File: config.mk
export PLATFORM = sky130hd
export DESIGN_NAME = min_max_pwm
export DESIGN_NICKNAME = d
export VERILOG_FILES = /design/src/rtl/min_max_pwm.sv
export SDC_FILE = /design/constraint.sdc
export NUM_CORES = 1
export LEC_CHECK = 0
export CAP_MARGIN = 15
export CORE_MARGIN = 4
export CORE_UTILIZATION = 55
export DETAILED_ROUTE_END_ITERATION = 8
export PLACE_DENSITY = 0.9
export REMOVE_ABC_BUFFERS = 1
export SYNTH_ARGS = -nofsm -noshare
export SYNTH_HDL_FRONTEND = slang
export SYNTH_SLANG_ARGS = --single-unit
export TNS_END_PERCENT = 50
File: constraint.sdc
create_clock -name clk_i -period 2.8 [get_ports clk_i]
set_input_delay 0.56 -clock clk_i [delete_from_list [all_inputs] [get_ports clk_i]]
set_output_delay 0.56 -clock clk_i [all_outputs]
set_load 0.02 [all_outputs]
File: src/rtl/min_max_pwm.sv
// rtl/min_max_pwm.sv - LED bar with min/max window, PWM-dimmed segment and ramped value
module min_max_pwm #(
    parameter int VALSIZE = 4,
    parameter int PWMSIZE = 4,
    parameter int STEPDIV = 4
) (
    input  logic                    clk_i,
    input  logic                    rst_i,
    input  logic [1:0]              com_i,
    input  logic [VALSIZE-1:0]      min_i,
    input  logic [VALSIZE-1:0]      max_i,
    input  logic [VALSIZE-1:0]      val_i,
    input  logic [PWMSIZE-1:0]      duty_i,
    input  logic                    load_i,
    output logic                    ready_o,
    output logic [2**VALSIZE-1:0]   leds_o
);

    localparam int NLEDS = 2**VALSIZE;
    localparam int SW = (STEPDIV > 1) ? $clog2(STEPDIV) : 1;
    localparam logic [SW-1:0] STEP_LAST = SW'(STEPDIV - 1);

    typedef enum logic {
        IDLE,
        RAMP
    } state_t;

    state_t state, state_next;

    logic [1:0]          com_r;
    logic [VALSIZE-1:0]  min_r;
    logic [VALSIZE-1:0]  max_r;
    logic [PWMSIZE-1:0]  duty_r;
    logic [VALSIZE-1:0]  target;
    logic [VALSIZE-1:0]  disp;
    logic [PWMSIZE-1:0]  pwm_cnt;
    logic [SW-1:0]       step_cnt;

    logic                capture;
    logic                step_done;
    logic [VALSIZE-1:0]  disp_step;
    logic                pwm_on;
    logic                in_range;
    logic [NLEDS-1:0]    leds_next;

    // A configuration is only taken while idle; loads during a ramp are dropped.
    assign ready_o   = (state == IDLE);
    assign capture   = load_i && ready_o;
    assign step_done = (state == RAMP) && (step_cnt == STEP_LAST);
    // In RAMP disp never equals target, so this step always moves toward it and cannot wrap.
    assign disp_step = (disp < target) ? disp + VALSIZE'(1) : disp - VALSIZE'(1);
    assign pwm_on    = (pwm_cnt < duty_r);
    assign in_range  = (min_r <= disp) && (disp <= max_r);

    // State register.
    always_ff @(posedge clk_i or posedge rst_i) begin
        if (rst_i) begin
            state <= IDLE;
        end else begin
            state <= state_next;
        end
    end

    // Next state: start a ramp when a new value differs, stop once disp lands on target.
    always_comb begin
        state_next = state;
        case (state)
            IDLE: if (capture && (val_i != disp)) state_next = RAMP;
            RAMP: if (step_done && (disp_step == target)) state_next = IDLE;
            default: state_next = IDLE;
        endcase
    end

    // Configuration capture; mode, bounds and duty apply at once, only disp ramps.
    always_ff @(posedge clk_i or posedge rst_i) begin
        if (rst_i) begin
            com_r  <= 2'b10;
            min_r  <= '0;
            max_r  <= '0;
            duty_r <= '0;
            target <= '0;
        end else if (capture) begin
            com_r  <= com_i;
            min_r  <= min_i;
            max_r  <= max_i;
            duty_r <= duty_i;
            target <= val_i;
        end
    end

    // Ramp divider and displayed value: one unit step every STEPDIV cycles.
    always_ff @(posedge clk_i or posedge rst_i) begin
        if (rst_i) begin
            step_cnt <= '0;
            disp     <= '0;
        end else if (capture) begin
            step_cnt <= '0;
        end else if (state == RAMP) begin
            if (step_done) begin
                step_cnt <= '0;
                disp     <= disp_step;
            end else begin
                step_cnt <= step_cnt + SW'(1);
            end
        end
    end

    // Free-running PWM phase counter.
    always_ff @(posedge clk_i or posedge rst_i) begin
        if (rst_i) begin
            pwm_cnt <= '0;
        end else begin
            pwm_cnt <= pwm_cnt + PWMSIZE'(1);
        end
    end

    // LED pattern from current register values; registered below.
    always_comb begin
        leds_next = '0;
        case (com_r)
            2'b00: begin
                if (in_range) begin
                    for (int i = 0; i < NLEDS; i++) begin
                        if ((VALSIZE'(i) >= min_r) && (VALSIZE'(i) <= disp)) begin
                            leds_next[i] = 1'b1;
                        end else if ((VALSIZE'(i) > disp) && (VALSIZE'(i) <= max_r)) begin
                            leds_next[i] = pwm_on;
                        end
                    end
                end
            end
            2'b01: begin
                for (int i = 0; i < NLEDS; i++) begin
                    leds_next[i] = (VALSIZE'(i) <= disp);
                end
            end
            2'b10: leds_next = '0;
            default: leds_next = '1;
        endcase
    end

    // Output register.
    always_ff @(posedge clk_i or posedge rst_i) begin
        if (rst_i) begin
            leds_o <= '0;
        end else begin
            leds_o <= leds_next;
        end
    end

endmodule
==> results of run 1 <==
-- layout by cell type, fill, tap and decap left out, types with 2 or more instances in the layout --
| cell type | Yosys | final |
|---|---|---|
| a211oi_1 | 6 | 6 |
| a21oi_1 | 16 | 16 |
| a221oi_1 | 5 | 5 |
| a311oi_1 | 3 | 3 |
| a31oi_1 | 5 | 5 |
| a41oi_1 | 2 | 2 |
| and2_1 | 2 | 2 |
| buf_4 | 1 | 3 |
| clkbuf_8 | 0 | 5 |
| clkdlybuf4s50_1 | 0 | 37 |
| clkinv_1 | 1 | 2 |
| dfrtp_1 | 44 | 44 |
| ha_1 | 22 | 22 |
| inv_1 | 17 | 16 |
| mux2_2 | 7 | 7 |
| mux2i_1 | 2 | 2 |
| nand2_1 | 20 | 20 |
| nand2b_1 | 4 | 4 |
| nand3_1 | 3 | 3 |
| nand4_1 | 4 | 4 |
| nor2_1 | 26 | 26 |
| nor2_2 | 2 | 2 |
| nor3_1 | 9 | 9 |
| nor4_1 | 2 | 2 |
| o21a_1 | 2 | 2 |
| o21ai_0 | 22 | 22 |
| o21ai_2 | 2 | 2 |
| o31ai_1 | 9 | 9 |
| or2_2 | 3 | 3 |
| xnor2_1 | 13 | 13 |
| xor2_1 | 2 | 2 |
-- registers in the layout, summed over array words and instances (netlist names) --
register  flops
min_r         4
state         1
target        4
max_r         4
step_cnt      2
pwm_cnt       4
leds_o       16
duty_r        4
com_r         2
disp          4
-- kinds of logic after synthesis --
kind of cell,Yosys count,share of synthesized area (%)
AOI/OAI and AO/OA,81,20.4
xor gates and xnor gates,15,4.90
adders and majority gates,22,10.3
buffers and inverters,30,4.48
DFF,45,42.0
muxes,9,3.69
and+or+nand+nor,81,14.2
-- metal layers --
layer	global-route usage, %	vias to the layer above	wire (microns)
li1	-	1081	-
met2	35.4	131	3050
met5	0	-	0
met3	4.99	29	482
met1	29.5	1093	2680
met4	13.2	0	284
-- layout make-up --
class / instances / area [sq um] / area share [%]
repair buffers: 41 / 413 / 12.8
well taps: 67 / 83.8 / 2.59
inverters: 18 / 67.6 / 2.09
flip-flops and latches: 45 / 1130 / 34.8
multi-input cells: 208 / 1440 / 44.4
clock buffers: 6 / 72.6 / 2.24
clock inverters: 2 / 35.0 / 1.08
-- report_power, final --
group / switching, uW / total, uW / internal (uW)
clock network: 213 / 478 / 265
logic: 1380 / 2460 / 1080
registers: 420 / 1370 / 953
-- per-stage QoR --
stage,utilization [%],instances
finish,68.5,387
global placement,66.2,379
floorplan,-,271
CTS,68.5,387
global route,68.5,387
detailed placement,66.2,379
-- final timing paths --
kind	start	to	slack, ns
max	disp[2]	leds_o[9]	0.55
min in group asynchronous	rst_i	duty_r[2]	0.65
min	pwm_cnt[3]	pwm_cnt[3]	0.49
min reg2reg	pwm_cnt[3]	pwm_cnt[3]	0.49
max reg2reg	disp[2]	leds_o[9]	0.55
max in group asynchronous	rst_i	max_r[0]	1.59
-- worst register-to-register path, delay by kind of cell, from the launching register on --
family,cells,cell delay [ns]
flip-flops,1,0.66
adder cells (fa/ha/maj),1,0.35
AO/OA/AOI/OAI,4,0.76
AND/OR/NAND/NOR,1,0.13
buffers and inverters,1,0.21
==> out/results.ini, run 1 <==
[status]
outcome = finished clean

[cts]
cts_hold_buf = 0
cts_tree = yes
cts_buffers = 5
clock_path_buffers = 2
cts_setup_buffers = 0
cts.htree.levels = 2
cts-root-buf = clkbuf_8
path_clk_slew_ns = 0.09
cts.sinks = 45
post_cts_resized = 0
clk_latency_ns = 0.30

[placed_design]
dpl_cell_area_sq_um = 3130
portBuffers = 37
pre_cts_slack_ns = 0.601
dp_hpwl_microns = 4630
gp_congestion = 0.966

[floorplanning]
die_h_microns = 77.8
core_sq_um = 4720
rows = 25
dieWidth_microns = 77.8
ios = 38
dieArea_sq_um = 6060
start_util_pct = 56.8

[pwr]
peakVddDrop_mv = 0.789
power_uw = 4310
pwr_density_cell_nw_per_um2 = 1330
power.leakage_uw = 0.00139

[critical_path]
cp-end-kind = flip-flop
critPathRequiredTime_ns = 2.95
crit_path_max_fanout = 15
crit_type = flip-flop to flip-flop
worstPathArrival_ns = 2.40
reg2regPathDepth = 7
worstSetupPathDepth = 7
crit_chain = inv_1 > ha_1 > o21a_1 > o21a_1 > o21ai_2 > a21oi_2 > nor3_1
cpPeakStageDelay_ns = 0.66
crit_family = compound AO/OA/AOI/OAI gates
critPathLaunchType = flip-flop
crit_top_cell = o21a_1
crit_slowest_cell = dfrtp_1
critPathBufInv = 1

[synth]
synth_top_cells_by_area = dfrtp_1, ha_1, xnor2_1, o21ai_0, nor2_1
avgSynthCellArea_sq_um = 9.47
synthTopCellsByCount = dfrtp_1, nor2_1, ha_1, o21ai_0, nand2_1
ys_warn_count = 0
synth-async-reset-ratio_pct = 100
syn_inst = 283
yosysUniqueCellTypes = 46
synthDominantCellAreaShare_pct = 41.1
synth_seq_area_share_pct = 42.0
synth_most_common_cell = dfrtp_1
syn-cell-area_sq_um = 2680
synth_top_cell_by_area = dfrtp_1
synth-seq-cells = 45
synth-edff-count = 0
synth_ff_type = dfrtp_1

[timing]
rsz0062_at_grt = false
hold_viol_final = 0
hold_slack_ns = 0.487
finalSetupTns_ns = 0
layout_setup_ws_ns = 0.554
worst_slew_pin_slew_ns = 0.907
fin_worst_skew_ns = 0.0120
fmax_ghz = 0.445
post-route-min-period_ns = 2.25
drv_slew = 0
slew_headroom_pct = 39.1
finalSetupViolCount = 0
min_period_over_period_pct = 80.2

[drt]
vias = 2334
viasPerCell = 6.03
drtIter0Drc = 363
drcViolationCount = 0
firstDrtPassIters = 5
wire_per_inst_microns = 16.8
ant_nets = 0
routed_wl_microns = 6500

[grt]
grt_usage_pct = 22.9
grt_max_degree = 25
antenna_found_initial = 0
grt_pass1_wl_microns = 11100
grt.overflow.total = 0
grt_pass1_vias = 2344

[final_layout]
nFillCells = 370
synthToLayoutAreaGrowth_pct = 20.7
n_antenna_cell = 0
fin_nets = 362
final_layout_size_suffix_gt1_share_pct = 10.0
fin_area_sq_um = 3240

[min_path]
worstHoldPathCells = 1
hp-class = flip-flop to flip-flop

[flow_run]
maxCapViolCount = 0

No activity file was read; power rests on OpenSTA's default activity.
==> run 2: changes to the inputs <==
Clock period 2.8 ns to 2.12 ns, I/O delays scaled along.
==> out/results.ini, run 2 (synthesized netlist as in run 1, its figures left out) <==
[status]
outcome = finished clean

[cts]
cts_buffers = 5
clk_latency_ns = 0.30
cts.htree.levels = 2
clock_path_buffers = 2
path_clk_slew_ns = 0.09
cts-root-buf = clkbuf_8
cts.sinks = 45
cts_tree = yes
cts_hold_buf = 0

[pwr]
peakVddDrop_mv = 0.926
power.leakage_uw = 0.00150
pwr_density_cell_nw_per_um2 = 1790

[drt]
ant_nets = 0
drtIter0Drc = 227
drcViolationCount = 0
routed_wl_microns = 6910
vias = 2397
viasPerCell = 5.86
wire_per_inst_microns = 16.9
firstDrtPassIters = 4

[min_path]
hp-class = input pin to asynchronous set/reset pin

[timing]
rsz0062_at_grt = true
min_period_over_period_pct = 96.7
fmax_ghz = 0.488
drv_slew = 0
post-route-min-period_ns = 2.05
finalSetupViolCount = 0
fin_worst_skew_ns = 0.0103
hold_viol_final = 0
worst_slew_pin_slew_ns = 0.721
slew_headroom_pct = 51.6
hold_slack_ns = 0.475

[grt]
grt_pass1_wl_microns = 11800
grt_max_degree = 21
grt.overflow.total = 0
antenna_found_initial = 0
grt_pass1_vias = 2448
grt_usage_pct = 24.2

[critical_path]
critPathLaunchType = flip-flop
crit_path_max_fanout = 8
crit_type = flip-flop to flip-flop
critPathRequiredTime_ns = 2.28
worstPathArrival_ns = 2.21
cp-end-kind = flip-flop

[placed_design]
portBuffers = 37
dp_hpwl_microns = 5160
gp_congestion = 0.947

[floorplanning]
rows = 25
core_sq_um = 4720
die_h_microns = 77.8
ios = 38
start_util_pct = 56.8
dieArea_sq_um = 6060
dieWidth_microns = 77.8

[final_layout]
synthToLayoutAreaGrowth_pct = 27.7
regMostFlops = leds_o
post-route-util_pct = 72.5
largest_reg_flops = 16
n_antenna_cell = 0
final_layout_size_suffix_gt1_share_pct = 16.7
mostFrequentLayoutCells = dfrtp_1, clkdlybuf4s50_1, nor2_1, buf_4
fin_nets = 384
final_common_cell = dfrtp_1

[flow_run]
maxCapViolCount = 0

[run 2: cell types whose count changed in the layout (fill, tap and decap cells not counted)]
cell      previous run  this run
buf_4                3        25
inv_1               16        14
inv_2                0         2
a21oi_2              1         0
a21oi_4              1         2
clkbuf_8             5         6
clkinv_2             1         0
dfrtp_1             44        43
dfrtp_2              0         1
nand2_2              1         0
nand2_4              0         1
[run 2: per-layer routing]
| layer | track usage [%] | up-vias | routed length (microns) |
|---|---|---|---|
| met2 | 41.2 | 102 | 3350 |
| met4 | 9.25 | 0 | 219 |
| met1 | 30.5 | 1134 | 2890 |
| met3 | 4.41 | 25 | 440 |
| li1 | - | 1136 | - |
| met5 | 0 | - | 0 |
[run 2: worst paths after layout]
path	start	cells after the start	to	slack, ns
worst max-delay path	disp[1]	8	state	0.07
worst min-delay path	rst_i	2	duty_r[2]	0.47
worst max register to register	disp[1]	8	state	0.07
worst min register to register	pwm_cnt[0]	1	pwm_cnt[0]	0.49
max in group asynchronous	rst_i	3	leds_o[9]	1.08
min in group clk_i	pwm_cnt[0]	1	pwm_cnt[0]	0.49
[run 2: metrics by stage]
stage	worst slack [ns]	area [sq um]	total power, uW	instances	TNS (ns)
4_1_cts	0.0242	3390	5980	406	0
2_1_floorplan	0.162	2630	3950	271	0
6_report	0.0703	3420	6120	409	0
3_3_place_gp	0.135	3270	5140	398	0
3_5_place_dp	0.0510	3270	5280	398	0
5_1_grt	-0.0186	3420	6580	409	-0.0186
[run 2: worst max-delay path, cell delays in order (launching register included)]
cell and delay, ns:
dfrtp_2 0.47, buf_4 0.16, ha_1 0.27, nand2b_1 0.07, a21oi_1 0.07, nor2_2 0.22, mux2i_1 0.31, xnor2_1 0.20
a41oi_1 0.16
[run 2: layout make-up]
class,count,area (sq um)
Sequential cell,45,1130
Fill cell,359,1300
Inverter,18,67.6
Clock inverter,1,30.0
Clock buffer,7,86.3
Tap cell,67,83.8
Multi-Input combinational cell,208,1450
Timing Repair Buffer,63,578
[run 2: timing repair]
action	in CTS	in global routing
endpoints found under the setup margin	0	17
buffers inserted	0	3
gates resized for setup	0	5
[run 2: report_power, final]
group	total, uW	switching [uW]	internal, uW
combinational	3880	2200	1680
sequential	1560	295	1270
clock	681	296	385
==> run 3: changes to the inputs <==
Clock period 2.12 ns to 2.03 ns, I/O delays scaled along.
==> out/results.ini, run 3 (synthesized netlist as in run 1, its figures left out) <==
[status]
outcome = finished clean

[grt]
grt_pass1_vias = 2276
grt_usage_pct = 22.9
grt_pass1_wl_microns = 10900
grt.overflow.total = 0
grt_max_degree = 46
antenna_found_initial = 0

[flow_run]
maxCapViolCount = 0

[placed_design]
gp_congestion = 0.964
dp_hpwl_microns = 4830
pre_cts_slack_ns = -0.0139
portBuffers = 37
dpl_cell_area_sq_um = 3290

[critical_path]
crit_path_max_fanout = 7
crit_type = flip-flop to flip-flop
worstPathArrival_ns = 2.18
critPathLaunchType = flip-flop
cp-end-kind = flip-flop
critPathRequiredTime_ns = 2.20

[timing]
fin_worst_skew_ns = 0.00615
hold_slack_ns = 0.466
layout_setup_ws_ns = 0.0211
min_period_over_period_pct = 99.0
hold_viol_final = 0
worst_slew_pin_slew_ns = 0.455
post-route-min-period_ns = 2.01
drv_slew = 0
rsz0062_at_grt = true
slew_headroom_pct = 68.9
fmax_ghz = 0.498
finalSetupTns_ns = 0
finalSetupViolCount = 0

[cts]
path_clk_slew_ns = 0.08
cts_tree = yes
cts.sinks = 45
cts-root-buf = clkbuf_8
clock_path_buffers = 2
cts_buffers = 5
clk_latency_ns = 0.30
cts.htree.levels = 2
cts_hold_buf = 0

[drt]
dr_wl_met2_microns = 3340
drcViolationCount = 0
vias = 2404
viasPerCell = 5.76
wire_per_inst_microns = 16.8
firstDrtPassIters = 4
ant_nets = 0
routed_wl_microns = 7010
wl_met3_microns = 459
drtIter0Drc = 435
wl_met1_microns = 2990
topRoutingLayerUsed = met4

[final_layout]
fin_nets = 392
synthToLayoutAreaGrowth_pct = 32.9
post-route-util_pct = 75.4
final_common_cell = dfrtp_1
final_layout_size_suffix_gt1_share_pct = 21.4
seq_area_sq_um = 1130
regMostFlops = leds_o
multi_input_area_sq_um = 1530
n_antenna_cell = 0
mostFrequentLayoutCells = dfrtp_1, clkdlybuf4s50_1, buf_4, nor2_1, o21ai_0
fin_area_sq_um = 3560
largest_reg_flops = 16
nFillCells = 324

[pwr]
pwr_density_cell_nw_per_um2 = 1880
peakVddDrop_mv = 1.11
power.leakage_uw = 0.00153
power.share.switching_pct = 46.3
seq_power_share_pct = 24.7
power_frac_clock_pct = 8.2
pwr-share-comb_pct = 67.1
p_int_uw = 3590
power.switching_uw = 3100

[floorplanning]
core_sq_um = 4720
ios = 38
rows = 25
start_util_pct = 56.8
die_h_microns = 77.8
dieArea_sq_um = 6060
dieWidth_microns = 77.8

[min_path]
hp-class = input pin to asynchronous set/reset pin

==> run 3: changes by cell type in the layout (fill, tap and decap cells not counted), moves of 2 or more <==
cell | before | now
a21oi_2 | 0 | 2
dfrtp_2 | 1 | 3
dfrtp_1 | 43 | 41
ha_4 | 0 | 3
a21oi_1 | 16 | 14
buf_12 | 1 | 3
buf_4 | 25 | 29
ha_1 | 22 | 19
==> run 3: power groups by stage <==
stage          clock (uW)  combinational [uW]  sequential, uW
3_3_place_gp            0                3820            1610
5_1_grt               599                4870            1710
3_5_place_dp            0                3920            1630
2_1_floorplan           0                2210            1920
4_1_cts               556                3950            1610
6_report              549                4490            1650
==> run 3: path summary, 6_finish.rpt <==
check	startpoint	end	slack, ns	cells past startpoint
setup reg to reg	disp[1]	state	0.02	8
min in group clk_i	pwm_cnt[3]	pwm_cnt[3]	0.49	1
hold / removal	rst_i	duty_r[2]	0.47	3
setup / recovery	disp[1]	state	0.02	8
hold reg to reg	pwm_cnt[3]	pwm_cnt[3]	0.49	1
max in group asynchronous	rst_i	com_r[1]	1.30	3
==> run 3: what timing repair did <==
item / 4_1_cts / 5_1_grt
setup buffers: 0 / 9
gates resized for setup: 2 / 21
gates cloned: 0 / 1
pin swaps: 3 / 5
setup endpoints to repair: 1 / 15
==> run 3: stage by stage <==
step / power [uW] / std cells
3_3_place_gp: 5440 / 399
4_1_cts: 6110 / 407
6_report: 6690 / 417
3_5_place_dp: 5550 / 399
5_1_grt: 7170 / 417
2_1_floorplan: 4120 / 271
==> run 3: metal layers <==
metal  up-vias  track usage, %
li1       1149               -
met1      1122            30.2
met2       111            37.4
met3        22            4.52
met4         0            8.36
met5         -               0
==> run 3: cell type report <==
cell class	instances	share of cell area, %
Tap cell	67	2.35
Sequential cell	45	31.7
Inverter	18	1.90
Clock buffer	7	2.14
Multi-Input combinational cell	208	43.0
Clock inverter	1	0.211
Timing Repair Buffer	71	18.6
==> run 3: critical path, cell delays in order (launching register included) <==
cell and delay, ns:
dfrtp_1 0.41, buf_4 0.18, ha_1 0.28, nand2b_1 0.10
a21oi_1 0.08, nor2_2 0.20, mux2i_1 0.29, xnor2_1 0.18
a41oi_1 0.15
